--- config.mk ---
export PLATFORM = sky130hd
export DESIGN_NAME = rv32i_operand_fetch
export DESIGN_NICKNAME = d
export VERILOG_FILES = /design/src/rtl/rv32i_operand_fetch.sv
export SDC_FILE = /design/constraint.sdc
export NUM_CORES = 1
export LEC_CHECK = 0
export BUFFER_PORTS_ARGS = -buffer_cell sky130_fd_sc_hd__buf_2
export CAP_MARGIN = 5
export CORE_AREA = 2 2 122 124
export CTS_CLUSTER_SIZE = 28
export DETAILED_ROUTE_END_ITERATION = 10
export DIE_AREA = 0 0 124 126
export PLACE_DENSITY_LB_ADDON = 0.1
export REMOVE_ABC_BUFFERS = 1
export SETUP_SLACK_MARGIN = 0.2
export SKIP_LAST_GASP = 1
export SYNTH_ARGS = -nofsm -noshare
export SYNTH_HDL_FRONTEND = slang
export SYNTH_SLANG_ARGS = --single-unit
--- constraint.sdc ---
create_clock -name clk_i -period 6.03 [get_ports clk_i]
set_clock_uncertainty 0.1 [all_clocks]
set_input_delay 0.3015 -clock clk_i [delete_from_list [all_inputs] [get_ports clk_i]]
set_output_delay 0.3015 -clock clk_i [all_outputs]
set_load 0.02 [all_outputs]
--- src/rtl/rv32i_operand_fetch.sv ---
// rv32i_operand_fetch: register-file read sequencer between fetch and execute.
// Define RV32I_OPFETCH_BYPASS_EN to forward writeback data; otherwise a hazard re-reads the BRAM.
module rv32i_operand_fetch #(
   parameter int unsigned XLEN     = 32,
   parameter int unsigned REG_BITS = 5
) (
   input  logic                clk_i,
   input  logic                rst_ni,
   input  logic                instr_valid_i,
   output logic                instr_ready_o,
   input  logic [31:0]         instr_i,
   input  logic [XLEN-1:0]     pc_i,
   output logic [REG_BITS-1:0] rs1_addr_o,
   output logic [REG_BITS-1:0] rs2_addr_o,
   input  logic [XLEN-1:0]     rs1_data_i,
   input  logic [XLEN-1:0]     rs2_data_i,
   input  logic                wb_write_i,
   input  logic [REG_BITS-1:0] wb_rd_addr_i,
   input  logic [XLEN-1:0]     wb_data_i,
   input  logic                flush_i,
   output logic                op_valid_o,
   input  logic                op_ready_i,
   output logic [XLEN-1:0]     op_rs1_o,
   output logic [XLEN-1:0]     op_rs2_o,
   output logic [31:0]         op_instr_o,
   output logic [XLEN-1:0]     op_pc_o
);

   localparam int unsigned HOLD_BITS = 4;

   typedef enum logic [1:0] {
      S_IDLE  = 2'd0,
      S_SETUP = 2'd1,
      S_FETCH = 2'd2,
      S_VALID = 2'd3
   } state_t;

   state_t                r_state;
   state_t                w_state_nxt;
   logic [31:0]           r_instr;
   logic [XLEN-1:0]       r_pc;
   logic [REG_BITS-1:0]   r_rs1_addr;
   logic [REG_BITS-1:0]   r_rs2_addr;
   logic                  r_op_valid;
   logic [XLEN-1:0]       r_op_rs1;
   logic [XLEN-1:0]       r_op_rs2;
   logic [HOLD_BITS-1:0]  r_hold;

   logic                  w_instr_ready;
   logic                  w_accept;
   logic                  w_restart;
   logic                  w_capture;
   logic                  w_hit1;
   logic                  w_hit2;
   logic [XLEN-1:0]       w_rs1_cap;
   logic [XLEN-1:0]       w_rs2_cap;

   // A writeback hits an operand only when it targets that operand's non-zero register.
   assign w_hit1   = wb_write_i && (wb_rd_addr_i != '0) && (wb_rd_addr_i == r_rs1_addr);
   assign w_hit2   = wb_write_i && (wb_rd_addr_i != '0) && (wb_rd_addr_i == r_rs2_addr);
   assign w_accept = instr_valid_i && w_instr_ready;

   always_ff @(posedge clk_i or negedge rst_ni) begin
      if (!rst_ni) r_state <= S_IDLE;
      else         r_state <= w_state_nxt;
   end

   always_comb begin
      w_state_nxt = r_state;
      case (r_state)
         S_IDLE:  if (w_accept) w_state_nxt = S_SETUP;
         S_SETUP: w_state_nxt = (w_restart || (r_hold != '0)) ? S_SETUP : S_FETCH;
         S_FETCH: w_state_nxt = w_restart ? S_SETUP : S_VALID;
         S_VALID: begin
            if (op_ready_i)     w_state_nxt = w_accept ? S_SETUP : S_IDLE;
            else if (w_restart) w_state_nxt = S_SETUP;
         end
         default: w_state_nxt = S_IDLE;
      endcase
      if (flush_i) w_state_nxt = S_IDLE;
   end

   always_comb begin
      w_instr_ready = 1'b0;
      w_restart     = 1'b0;
      case (r_state)
         S_IDLE:  w_instr_ready = 1'b1;
         S_VALID: w_instr_ready = op_ready_i;
         default: w_instr_ready = 1'b0;
      endcase
      if (flush_i) w_instr_ready = 1'b0;
`ifndef RV32I_OPFETCH_BYPASS_EN
      // Without forwarding, a hit on an unconsumed operand forces a fresh read.
      if ((r_state != S_IDLE) && (w_hit1 || w_hit2) && !((r_state == S_VALID) && op_ready_i))
         w_restart = 1'b1;
`endif
      w_capture = (r_state == S_FETCH) && (w_state_nxt == S_VALID);
   end

`ifdef RV32I_OPFETCH_BYPASS_EN
   logic            r_fwd1;
   logic            r_fwd2;
   logic [XLEN-1:0] r_fwd1_data;
   logic [XLEN-1:0] r_fwd2_data;

   // Writes landing while the BRAM samples are invisible to its output; remember them.
   always_ff @(posedge clk_i or negedge rst_ni) begin
      if (!rst_ni) begin
         r_fwd1      <= 1'b0;
         r_fwd2      <= 1'b0;
         r_fwd1_data <= '0;
         r_fwd2_data <= '0;
      end else if (w_accept || flush_i) begin
         r_fwd1 <= 1'b0;
         r_fwd2 <= 1'b0;
      end else if (r_state == S_SETUP) begin
         if (w_hit1) begin
            r_fwd1      <= 1'b1;
            r_fwd1_data <= wb_data_i;
         end
         if (w_hit2) begin
            r_fwd2      <= 1'b1;
            r_fwd2_data <= wb_data_i;
         end
      end
   end
`else
   logic w_unused_wb_data;
   assign w_unused_wb_data = ^wb_data_i;
`endif

   always_comb begin
      w_rs1_cap = rs1_data_i;
      w_rs2_cap = rs2_data_i;
`ifdef RV32I_OPFETCH_BYPASS_EN
      if (w_hit1)      w_rs1_cap = wb_data_i;
      else if (r_fwd1) w_rs1_cap = r_fwd1_data;
      if (w_hit2)      w_rs2_cap = wb_data_i;
      else if (r_fwd2) w_rs2_cap = r_fwd2_data;
`endif
      if (r_rs1_addr == '0) w_rs1_cap = '0;
      if (r_rs2_addr == '0) w_rs2_cap = '0;
   end

   always_ff @(posedge clk_i or negedge rst_ni) begin
      if (!rst_ni) begin
         r_instr    <= '0;
         r_pc       <= '0;
         r_rs1_addr <= '0;
         r_rs2_addr <= '0;
         r_op_valid <= 1'b0;
         r_op_rs1   <= '0;
         r_op_rs2   <= '0;
         r_hold     <= '0;
      end else begin
         r_op_valid <= (w_state_nxt == S_VALID);
         if (w_accept) begin
            r_instr    <= instr_i;
            r_pc       <= pc_i;
            r_rs1_addr <= REG_BITS'(instr_i[19:15]);
            r_rs2_addr <= REG_BITS'(instr_i[24:20]);
         end
         if (w_capture) begin
            r_op_rs1 <= w_rs1_cap;
            r_op_rs2 <= w_rs2_cap;
         end
`ifdef RV32I_OPFETCH_BYPASS_EN
         else if (r_state == S_VALID) begin
            if (w_hit1) r_op_rs1 <= wb_data_i;
            if (w_hit2) r_op_rs2 <= wb_data_i;
         end
`endif
         // A restart from SETUP costs two extra SETUP cycles, the same as one from FETCH.
         if (flush_i) begin
            r_hold <= '0;
         end else if (r_state == S_SETUP) begin
            if (w_restart) begin
               if (r_hold != '1) r_hold <= r_hold + HOLD_BITS'(1);
            end else if (r_hold != '0) begin
               r_hold <= r_hold - HOLD_BITS'(1);
            end
         end else begin
            r_hold <= '0;
         end
      end
   end

   assign instr_ready_o = w_instr_ready;
   assign rs1_addr_o    = r_rs1_addr;
   assign rs2_addr_o    = r_rs2_addr;
   assign op_valid_o    = r_op_valid;
   assign op_rs1_o      = r_op_rs1;
   assign op_rs2_o      = r_op_rs2;
   assign op_instr_o    = r_instr;
   assign op_pc_o       = r_pc;

endmodule

==> results of run 1 <==
## through the flow
stage                     setup slack [ns]  cell area, sq um   util  cells
after floorplan                       2.08              5460      -    468
after global placement                3.20              7120  0.498    933
after detailed placement              3.08              7120  0.498    933
after CTS                             3.08              7790  0.544    975
after global routing                  2.79              7800  0.545    976
final                                 3.08              7800  0.545    976
## worst max path at each step
stage / start / end / slack, ns / depth (start not counted)
2_1_floorplan: op_instr_o[17] / op_rs1_o[0] / 2.08 / 5
5_1_grt: r_state[0] / op_rs1_o[3] / 2.79 / 8
4_1_cts: r_state[0] / op_rs1_o[3] / 3.08 / 8
3_3_place_gp: r_state[0] / r_hold[3] / 3.20 / 11
6_report: r_state[0] / r_hold[3] / 3.08 / 11
3_5_place_dp: r_state[0] / op_rs1_o[3] / 3.08 / 8
## worst max-delay path, delay by kind of cell, from the launching register on
family                     cells  cell delay [ns]
DFF                            1             0.42
AOI/OAI and AO/OA              6             1.25
adders and majority gates      2             0.54
buffers and inverters          1             0.09
and+or+nand+nor                2             0.49
## power breakdown
| group | switching (W) | total [W] | internal, W |
|---|---|---|---|
| Sequential | 0.000191 | 0.00142 | 0.00123 |
| Combinational | 0.000904 | 0.00149 | 0.000590 |
| Clock | 0.000395 | 0.000977 | 0.000582 |
| Total | 0.00149 | 0.00389 | 0.00240 |
## synthesized netlist by cell type (2+ instances only)
cell      instances
a21o_1            2
a21oi_1           2
buf_2            14
buf_4            10
buf_6             4
clkbuf_1          9
dfrtp_1         135
ha_1              6
inv_1             7
mux2_2           64
nand2_1         136
nor2_1            6
nor3_1            5
nor4b_1           2
o21ai_0          50
o21ai_1          20
xor2_1           11
## state kept, by name (all words and copies together), names as in the netlist
name / flops
op_instr_o: 32
op_pc_o: 32
op_rs1_o: 32
op_rs2_o: 32
r_hold: 4
r_state: 2
op_valid_o: 1
## routing by layer
metal  track usage  part of all wire  wire length (um)
met3        0.0725             0.093              1330
met1         0.209              0.40              5730
met4        0.0813             0.022               316
met5             0           0.00091                13
met2         0.315              0.48              6900
## final cells by class
| cell class | count | area [sq um] | share of cell area |
|---|---|---|---|
| timing repair buffer | 292 | 1530 | 0.196 |
| tap | 184 | 230 | 0.0295 |
| clock buffer | 19 | 443 | 0.0568 |
| multi-input combinational | 325 | 2060 | 0.265 |
| clock inverter | 13 | 123 | 0.0157 |
| inverter | 8 | 30.0 | 0.00385 |
| sequential | 135 | 3380 | 0.433 |
## logic make-up after synthesis
group	synth area share
flops	0.594
fa+ha+maj	0.0167
xor+xnor	0.0185
compound gates	0.0867
buf+inv	0.0447
simple gates	0.112
mux	0.127
## repair_timing
action | in CTS | in global routing
gates resized for setup | 0 | 0
endpoints found under the hold margin | 71 | 1
hold buffers | 10 | 1
setup buffers | 0 | 0
==> run_results.csv, run 1 <==
group,metric,value,unit
layout,fillers,1317,
worst_setup_path,cp_max_fo,6,
die,initial_core_util,0.397,
die,die-width,124,um
global_routing,grt_pass1_vias,4500,
worst_setup_path,cp-end-kind,"register",
synthesis,synth_top_area_frac,0.594,
synthesis,synth_area_leaders,"dfrtp_1 59%, mux2_2 13%, nand2_1 9.0%, o21ai_0 4.4%, o21ai_1 1.8%",
timing,fmax,339,MHz
drt,drt-pass1-iter-count,4,
place,port_buffers,278,
synthesis,synthFlopType,"dfrtp_1",
drt,wirelength,14.3,mm
timing,setup_viol,0,
timing,slew_headroom,0.275,
hold_path,min_path_cells,2,
layout,most-common-layout-cells,"277 x buf_2, 135 x nand2_1, 135 x dfrtp_1",
synthesis,async_flop_share,1.00,
hold_path,hold_class,"input port to register",
timing,tns,0,ns
drt,first_iter_violations,103,
worst_setup_path,arrival,3.20,ns
synthesis,yosysSeqAreaShare,0.594,
clock_tree,cts_tree,"yes",
clock_tree,cts-buffers-inserted,17,
hold_path,hold_start,"instr_i[18]",
drt,viasPerCell,4.62,
timing,period_minus_slack,2.95,ns
synthesis,netlist_instances,505,
worst_setup_path,path_cells,"inv_1 -> ha_1 -> a21oi_1 -> o211ai_4 -> or2_2 -> ha_1 -> a21o_1 -> a21o_1 -> nor4b_1 -> o21ai_0 -> o2111a_1",
hold_path,worstHoldEndpoint,"op_instr_o[18]",
synthesis,synth_edf_count,0,
synthesis,yosys.area.top_type,"dfrtp_1",
job,drv_cap,0,
timing,hold_viol,0,
clock_tree,clock_latency,0.41,ns
timing,hold-worst-slack,0.0176,ns
power,total_power,0.00389,W
die,rows,44,
die,io_pins,311,
power,peakVddDrop,202,uV
layout,area_growth,37.1,%
layout,antenna_cells,0,
timing,fin_crit_sh,0.490,
worst_setup_path,regToRegEndpoint,"r_hold[3]",
worst_setup_path,cp.required,6.28,ns
worst_setup_path,start_kind,"register",
drt,drc,0,
worst_setup_path,reg2reg_slack,3.08,ns
synthesis,yosysWarnings,0,
timing,drv_slew,0,
clock_tree,cts_max_path_buffers,2,
drt,post_drt_wl_per_cell,14.6,um
die,dieArea,15600,sq um
clock_tree,clockRootBuffer,"clkbuf_16",
clock_tree,path_clk_slew,0.06,ns
worst_setup_path,crit_path_top_delay_cell,"dfrtp_1",
global_routing,grt_usage,0.187,
power,powerDensity,499,nW/um^2
synthesis,synthesis.area,5690,sq um
global_routing,gr-total-overflow,0,
drt,vias,4507,
worst_setup_path,cp_slowest_stage_delay,0.42,ns
worst_setup_path,critPathKind,"register to register",
worst_setup_path,timing.rr.start,"r_state[0]",
clock_tree,cts_max_level,4,
synthesis,synth-seq-cells,135,
die,core_area,14300,sq um
timing,rsz0062_at_grt,"no",
layout,final_layout_size_suffix_gt1_frac,0.487,
status,run_status,"finished, final reports clean",
layout,nets,957,
layout,final_common_cell,"buf_2",
die,die_h,126,um
clock_tree,cts_sinks,135,
timing,worst_pin_slew,1.09,ns
worst_setup_path,rr_worst_depth,11,
global_routing,grt_start_max_net_pins,129,
global_routing,grt_antenna_before_repair,1,
place,gp_congestion,0.785,
power,leakage,4.18,nW
synthesis,synth.distinct_cells,39,
place,dpl.hpwl,10.6,mm
global_routing,grt_first_pass_wirelength,22.3,mm
synthesis,syn_avg_cell_area,11.3,sq um
drt,ant_nets,0,
(Power assumes the default switching activity.)
==> run 2: changes to the inputs <==
Settings changed: ABC_AREA set to 1, CORE_AREA 2 2 122 124 to 2 2 120 122, DIE_AREA 0 0 124 126 to 0 0 122 124.
Clock period 6.03 ns to 2.9 ns, I/O delays scaled along.
==> run 2 against run 1 <==
  * Count of clock-buffer cells in the layout up 1
  * Cell area is 25% higher
  * Flip-flop and latch count unchanged
  * Global-route usage grew 5.7 points
  * Area after synthesis rose by 9.7%
  * Setup slack lost 2.7 ns
  * Core utilization grew 16 points
  * Power grew 140%
  * Synthesized cell count up 37%
  * Non-clock buffer count rose by 131
  * Via count rose by 34%
  * First-iteration DRC count increased to 3.7 times the previous value
==> run_results.csv, run 2 <==
group,metric,value,unit
status,run_status,"finished, final reports clean",
global_routing,gr-total-overflow,0,
die,dieArea,15100,sq um
power,leakage,5.62,nW
timing,setup_viol,0,
synthesis,synth_top_family_by_area,"simple AND/OR/NAND/NOR gates",
drt,viasPerCell,4.69,
synthesis,synth-seq-cells,135,
timing,fin_crit_sh,0.860,
worst_setup_path,crit_family,"simple AND/OR/NAND/NOR gates",
die,die_h,124,um
clock_tree,clock_latency,0.42,ns
layout,nets,1269,
clock_tree,clockRootBuffer,"clkbuf_16",
hold_path,hold_class,"input port to register",
global_routing,grt_use_met1,0.287,
global_routing,grt_start_max_net_pins,73,
timing,drv_slew,0,
global_routing,grtUsageMet3,0.0769,
worst_setup_path,arrival,2.70,ns
synthesis,yosys.area_share.simple,0.224,
layout,most-common-layout-cells,"277 x buf_2, 237 x nand2_1, 135 x dfrtp_1",
synthesis,synth.most_common_cell,"nand2_1",
clock_tree,cts_max_level,4,
power,peakVddDrop,664,uV
layout,area_growth,55.8,%
global_routing,grt.met2_usage,0.420,
timing,period_minus_slack,2.49,ns
worst_setup_path,crit_path_top_delay_cell,"dfrtp_1",
drt,first_iter_violations,384,
synthesis,synth.distinct_cells,29,
synthesis,synth_top_area_frac,0.542,
drt,drc,0,
worst_setup_path,cp_common_cell,"nand2_1",
die,rows,43,
worst_setup_path,startpoint,"r_state[0]",
timing,fmax,401,MHz
drt,ant_nets,0,
worst_setup_path,cp_max_fo,8,
synthesis,yosysWarnings,0,
clock_tree,cts_sinks,135,
timing,worst_pin_slew,0.716,ns
timing,hold_viol,0,
worst_setup_path,cp-end-kind,"register",
synthesis,syn_avg_cell_area,9.00,sq um
global_routing,grt_usage,0.244,
synthesis,synthesis.area,6230,sq um
clock_tree,cts_max_path_buffers,2,
hold_path,hold_start,"op_ready_i",
worst_setup_path,critPathKind,"register to register",
drt,post_drt_wl_per_cell,14.6,um
synthesis,synth_area_leaders,"dfrtp_1 54%, nand2_1 14%, mux2_2 10%, nand3_1 5.9%, inv_1 5.4%",
die,initial_core_util,0.454,
worst_setup_path,start_kind,"register",
worst_setup_path,timing.rr.start,"r_state[0]",
worst_setup_path,cp_slowest_stage_delay,0.40,ns
job,drv_cap,0,
global_routing,gr-max-usage-layer,"met2",
synthesis,yosysSeqAreaShare,0.542,
global_routing,grt_pass1_vias,6004,
clock_tree,cts_tree,"yes",
drt,drt-pass1-iter-count,4,
synthesis,synthAdderAreaFrac,0.0153,
synthesis,synth_compound_area_frac,0.0173,
synthesis,synthFlopType,"dfrtp_1",
clock_tree,cts-buffers-inserted,17,
synthesis,synth_common_cells,"237 x nand2_1, 135 x dfrtp_1, 90 x inv_1",
synthesis,muxShareOfSynthArea,0.101,
timing,hold-worst-slack,0.0321,ns
global_routing,grt_antenna_before_repair,0,
synthesis,yosys.area.top_type,"dfrtp_1",
timing,slew_headroom,0.522,
timing,rsz0062_at_grt,"no",
worst_setup_path,cp.required,3.11,ns
synthesis,synth_edf_count,0,
die,die-width,122,um
power,powerDensity,945,nW/um^2
worst_setup_path,crit_buf_inv,1,
synthesis,async_flop_share,1.00,
layout,final_common_cell,"buf_2",
place,gp_congestion,0.797,
drt,vias,6021,
synthesis,synth_xor_xnor_area_share,0.00421,
drt,wirelength,18.7,mm
global_routing,grt_first_pass_wirelength,28.9,mm
place,port_buffers,278,
clock_tree,path_clk_slew,0.06,ns
worst_setup_path,path_cells,"buf_4 -> ha_1 -> nand2_1 -> nand3_1 -> a31oi_1 -> nand2_2 -> ha_1 -> nand2_1 -> nor2_1 -> a211oi_1 -> nand3_1 -> nand3b_1 -> nand2_1",
die,io_pins,311,
place,dpl.hpwl,10.9,mm
layout,post-route-util,0.708,
layout,final_layout_size_suffix_gt1_frac,0.352,
die,core_area,13700,sq um
synthesis,netlist_instances,693,
layout,antenna_cells,0,
==> run 2: changes by cell type after synthesis, moves of 8 or more <==
cell     delta
a21oi_1     +9
inv_1      +83
mux2_2      -8
nand2_1   +101
nand3_1    +74
nor2_1      +9
o21ai_0    -48
o21ai_1    -20
xor2_1     -11
==> run 2: per-layer routing <==
| layer | wire, um | vias up |
|---|---|---|
| met2 | 9600 | 210 |
| met4 | 456 | 0 |
| met3 | 1140 | 29 |
| met1 | 7490 | 2844 |
| met5 | 0 | - |
| li1 | - | 2938 |
==> run 2: path summary, 6_finish.rpt <==
path                                   to  slack, ns  cells past startpoint
hold reg to reg              op_rs1_o[23]       0.37                      2
hold / removal                 r_state[1]       0.03                      4
setup reg to reg                r_hold[3]       0.41                     13
setup / recovery                r_hold[3]       0.41                     13
max in group asynchronous  op_instr_o[18]       1.83                      3
min in group asynchronous    op_rs2_o[26]       0.13                      2
==> run 2: metrics by stage <==
stage / cells / area (sq um) / power, W / setup slack, ns / setup TNS [ns]
2_1_floorplan: 649 / 5980 / 0.00540 / -1.01 / -65.83
3_3_place_gp: 1115 / 7700 / 0.00672 / 0.364 / 0
3_5_place_dp: 1115 / 7700 / 0.00677 / 0.299 / 0
4_1_cts: 1277 / 9600 / 0.00911 / 0.288 / 0
5_1_grt: 1284 / 9720 / 0.00973 / 0.231 / 0
6_report: 1284 / 9720 / 0.00918 / 0.407 / 0
==> run 2: area by class of cell <==
cell class                 count  area (sq um)
inverter                      92           345
fill                        1068          4000
clock buffer                  20           457
sequential                   135          3380
multi-input combinational    422          2260
tap                          180           225
timing repair buffer         423          2910
clock inverter                12           141
==> run 2: timing repair <==
item | 4_1_cts | 5_1_grt
endpoints found under the setup margin | 0 | 65
setup buffers | 0 | 3
hold buffers | 130 | 0
resized for setup | 0 | 1
hold endpoints to repair | 180 | 0
==> run 2: kinds of logic (layout without fill, tap and decap cells) <==
family / count (synthesis) / count (layout)
AO/OA/AOI/OAI: 18 / 18
XOR/XNOR: 3 / 3
adder cells (fa/ha/maj): 7 / 7
buffers and inverters: 136 / 547
flip-flops: 135 / 135
multiplexers: 56 / 56
AND/OR/NAND/NOR: 338 / 338
==> run 2: power breakdown <==
group / switching, W / internal [W] / total (W) / leakage [nW]
combinational: 0.00237 / 0.00153 / 0.00390 / 3.62
clock: 0.000857 / 0.00132 / 0.00218 / 0.288
sequential: 0.000450 / 0.00265 / 0.00310 / 1.72
==> run 2: tightest hold or removal path: stages <==
cell and delay [ns]:
buf_2 0.12, o31ai_1 0.08, nand2_1 0.08, a21oi_2 0.08
==> run 3: changes to the inputs <==
Settings changed: CORE_AREA 2 2 120 122 to 5 5 123 125, DIE_AREA 0 0 122 124 to 0 0 128 130, PLACE_DENSITY set to 0.79, PLACE_DENSITY_LB_ADDON 0.1 to unset.
==> run 3 against run 2 <==
  * Cell area up 0.54%
  * Count of clock-buffer cells in the layout up 1
  * Clock power down 2%
  * Non-clock buffer count up 2
  * Setup slack better by 0.039 ns
  * Critical path depth up 1
  * Power up 1.5%
  * Via count up 4.8%
  * Combinational power up 4%
  * Flip-flop and latch count unchanged
  * Critical endpoint is now op_rs1_o[28]
  * Largest power group unchanged
==> run_results.csv, run 3 (synthesis results as in run 2) <==
group,metric,value,unit
power,leakage,5.62,nW
layout,stdcell_count,1289,
worst_setup_path,cp_common_cell,"nand2_1",
power,powerDensity,954,nW/um^2
global_routing,grt_antenna_before_repair,2,
layout,most-common-layout-cells,"277 x buf_2, 237 x nand2_1, 135 x dfrtp_1",
worst_setup_path,cp-end-kind,"register",
die,die_h,130,um
die,die-width,128,um
timing,setup_viol,0,
worst_setup_path,cp.depth,14,
drt,vias,6312,
job,drv_cap,0,
drt,ant_nets,0,
global_routing,grtUsageMet3,0.0655,
global_routing,grt_usage,0.259,
layout,fillers,960,
place,dp.cells,1117,
timing,rsz0062_at_grt,"no",
worst_setup_path,crit_buf_inv,5,
global_routing,grt_pass1_vias,6630,
global_routing,gr-total-overflow,0,
global_routing,grt.met2_usage,0.453,
clock_tree,cts_sinks,135,
worst_setup_path,cp_slowest_stage_delay,0.42,ns
clock_tree,cts_max_path_buffers,2,
worst_setup_path,cp_max_fo,16,
timing,slew_headroom,0.428,
die,dieArea,16600,sq um
timing,fin_crit_sh,0.846,
place,port_buffers,278,
global_routing,grt_start_max_net_pins,73,
layout,post-route-util,0.709,
timing,hold_viol,0,
global_routing,gr-max-usage-layer,"met2",
die,rows,43,
clock_tree,cts_tree,"yes",
clock_tree,clockRootBuffer,"clkbuf_16",
drt,wirelength,22.1,mm
global_routing,grt_use_met1,0.294,
worst_setup_path,path_cells,"inv_2 -> ha_2 -> inv_1 -> a21oi_1 -> nand2_1 -> inv_2 -> nand2_2 -> a31oi_2 -> nand2_1 -> nor2_4 -> buf_12 -> clkbuf_16 -> nand3_1 -> nand2_1",
die,initial_core_util,0.453,
timing,drv_slew,0,
layout,nets,1271,
place,gp_congestion,0.819,
layout,final_layout_size_suffix_gt1_frac,0.359,
die,core_area,13800,sq um
drt,viasPerCell,4.90,
hold_path,hold_class,"input port to register",
clock_tree,clock_latency,0.41,ns
timing,period_minus_slack,2.45,ns
layout,final_common_cell,"buf_2",
status,run_status,"finished, final reports clean",
timing,worst_pin_slew,0.858,ns
worst_setup_path,start_kind,"register",
drt,drc,0,
worst_setup_path,rr_worst_depth,14,
worst_setup_path,crit_family,"simple AND/OR/NAND/NOR gates",
clock_tree,cts-buffers-inserted,17,
power,peakVddDrop,667,uV
timing,fmax,408,MHz
global_routing,grt_first_pass_wirelength,33.9,mm
worst_setup_path,cp.required,3.14,ns
drt,first_iter_violations,450,
worst_setup_path,critPathKind,"register to register",
worst_setup_path,arrival,2.69,ns
die,io_pins,311,
clock_tree,path_clk_slew,0.05,ns
place,dpl.hpwl,12.5,mm
worst_setup_path,crit_path_top_delay_cell,"dfrtp_1",
drt,drt-pass1-iter-count,5,
drt,post_drt_wl_per_cell,17.1,um
hold_path,min_path_cells,4,
layout,area_growth,56.7,%
clock_tree,cts_max_level,4,
## run 3: timing repair
action | 4_1_cts | 5_1_grt
hold buffers | 130 | 0
endpoints found under the hold margin | 193 | 0
gates resized for setup | 0 | 8
buffers inserted | 0 | 2
setup endpoints to repair | 0 | 65
## run 3: cell type report
| class | count | area [sq um] | share of cell area |
|---|---|---|---|
| clock inverters | 11 | 123 | 0.0126 |
| flip-flops and latches | 135 | 3380 | 0.346 |
| multi-input cells | 422 | 2290 | 0.234 |
| diodes | 3 | 7.51 | 0.000769 |
| inverters | 92 | 345 | 0.0354 |
| well taps | 180 | 225 | 0.0231 |
| clock buffers | 21 | 470 | 0.0482 |
| repair buffers | 425 | 2930 | 0.300 |
## run 3: final timing paths
path,start,to,slack (ns)
max,r_state[1],op_rs1_o[28],0.45
min,op_ready_i,r_state[1],0.07
max reg2reg,r_state[1],op_rs1_o[28],0.45
min reg2reg,op_rs1_o[11],op_rs1_o[11],0.37
max in group asynchronous,rst_ni,op_instr_o[17],1.73
min in group asynchronous,rst_ni,op_rs1_o[20],0.20
## run 3: power breakdown
part | switching, W | leakage, nW | total, W | internal (W)
combinational | 0.00250 | 3.63 | 0.00404 | 0.00154
clock | 0.000808 | 0.281 | 0.00214 | 0.00133
sequential | 0.000491 | 1.72 | 0.00314 | 0.00265
## run 3: tightest hold or removal path: cells and delay by family
kind | cells | cell delay (ns)
AO/OA/AOI/OAI | 2 | 0.19
buffers and inverters | 1 | 0.12
AND/OR/NAND/NOR | 1 | 0.08
## run 3: through the flow
stage          worst slack, ns  setup TNS, ns  hold slack [ns]  power [W]  area, sq um
6_report                 0.446              0           0.0707    0.00932         9770
5_1_grt                  0.213              0           0.0865    0.00985         9770
4_1_cts                  0.316              0           0.0305    0.00915         9600
3_5_place_dp             0.329              0           0.0935    0.00685         7700
3_3_place_gp             0.380              0            0.101    0.00673         7700
2_1_floorplan            -1.01         -65.83           -0.251    0.00540         5980
## run 3: layer usage
layer	share of wire	vias to the layer above
li1	-	2952
met1	0.37	2965
met2	0.51	299
met3	0.057	96
met4	0.056	0
met5	0	-
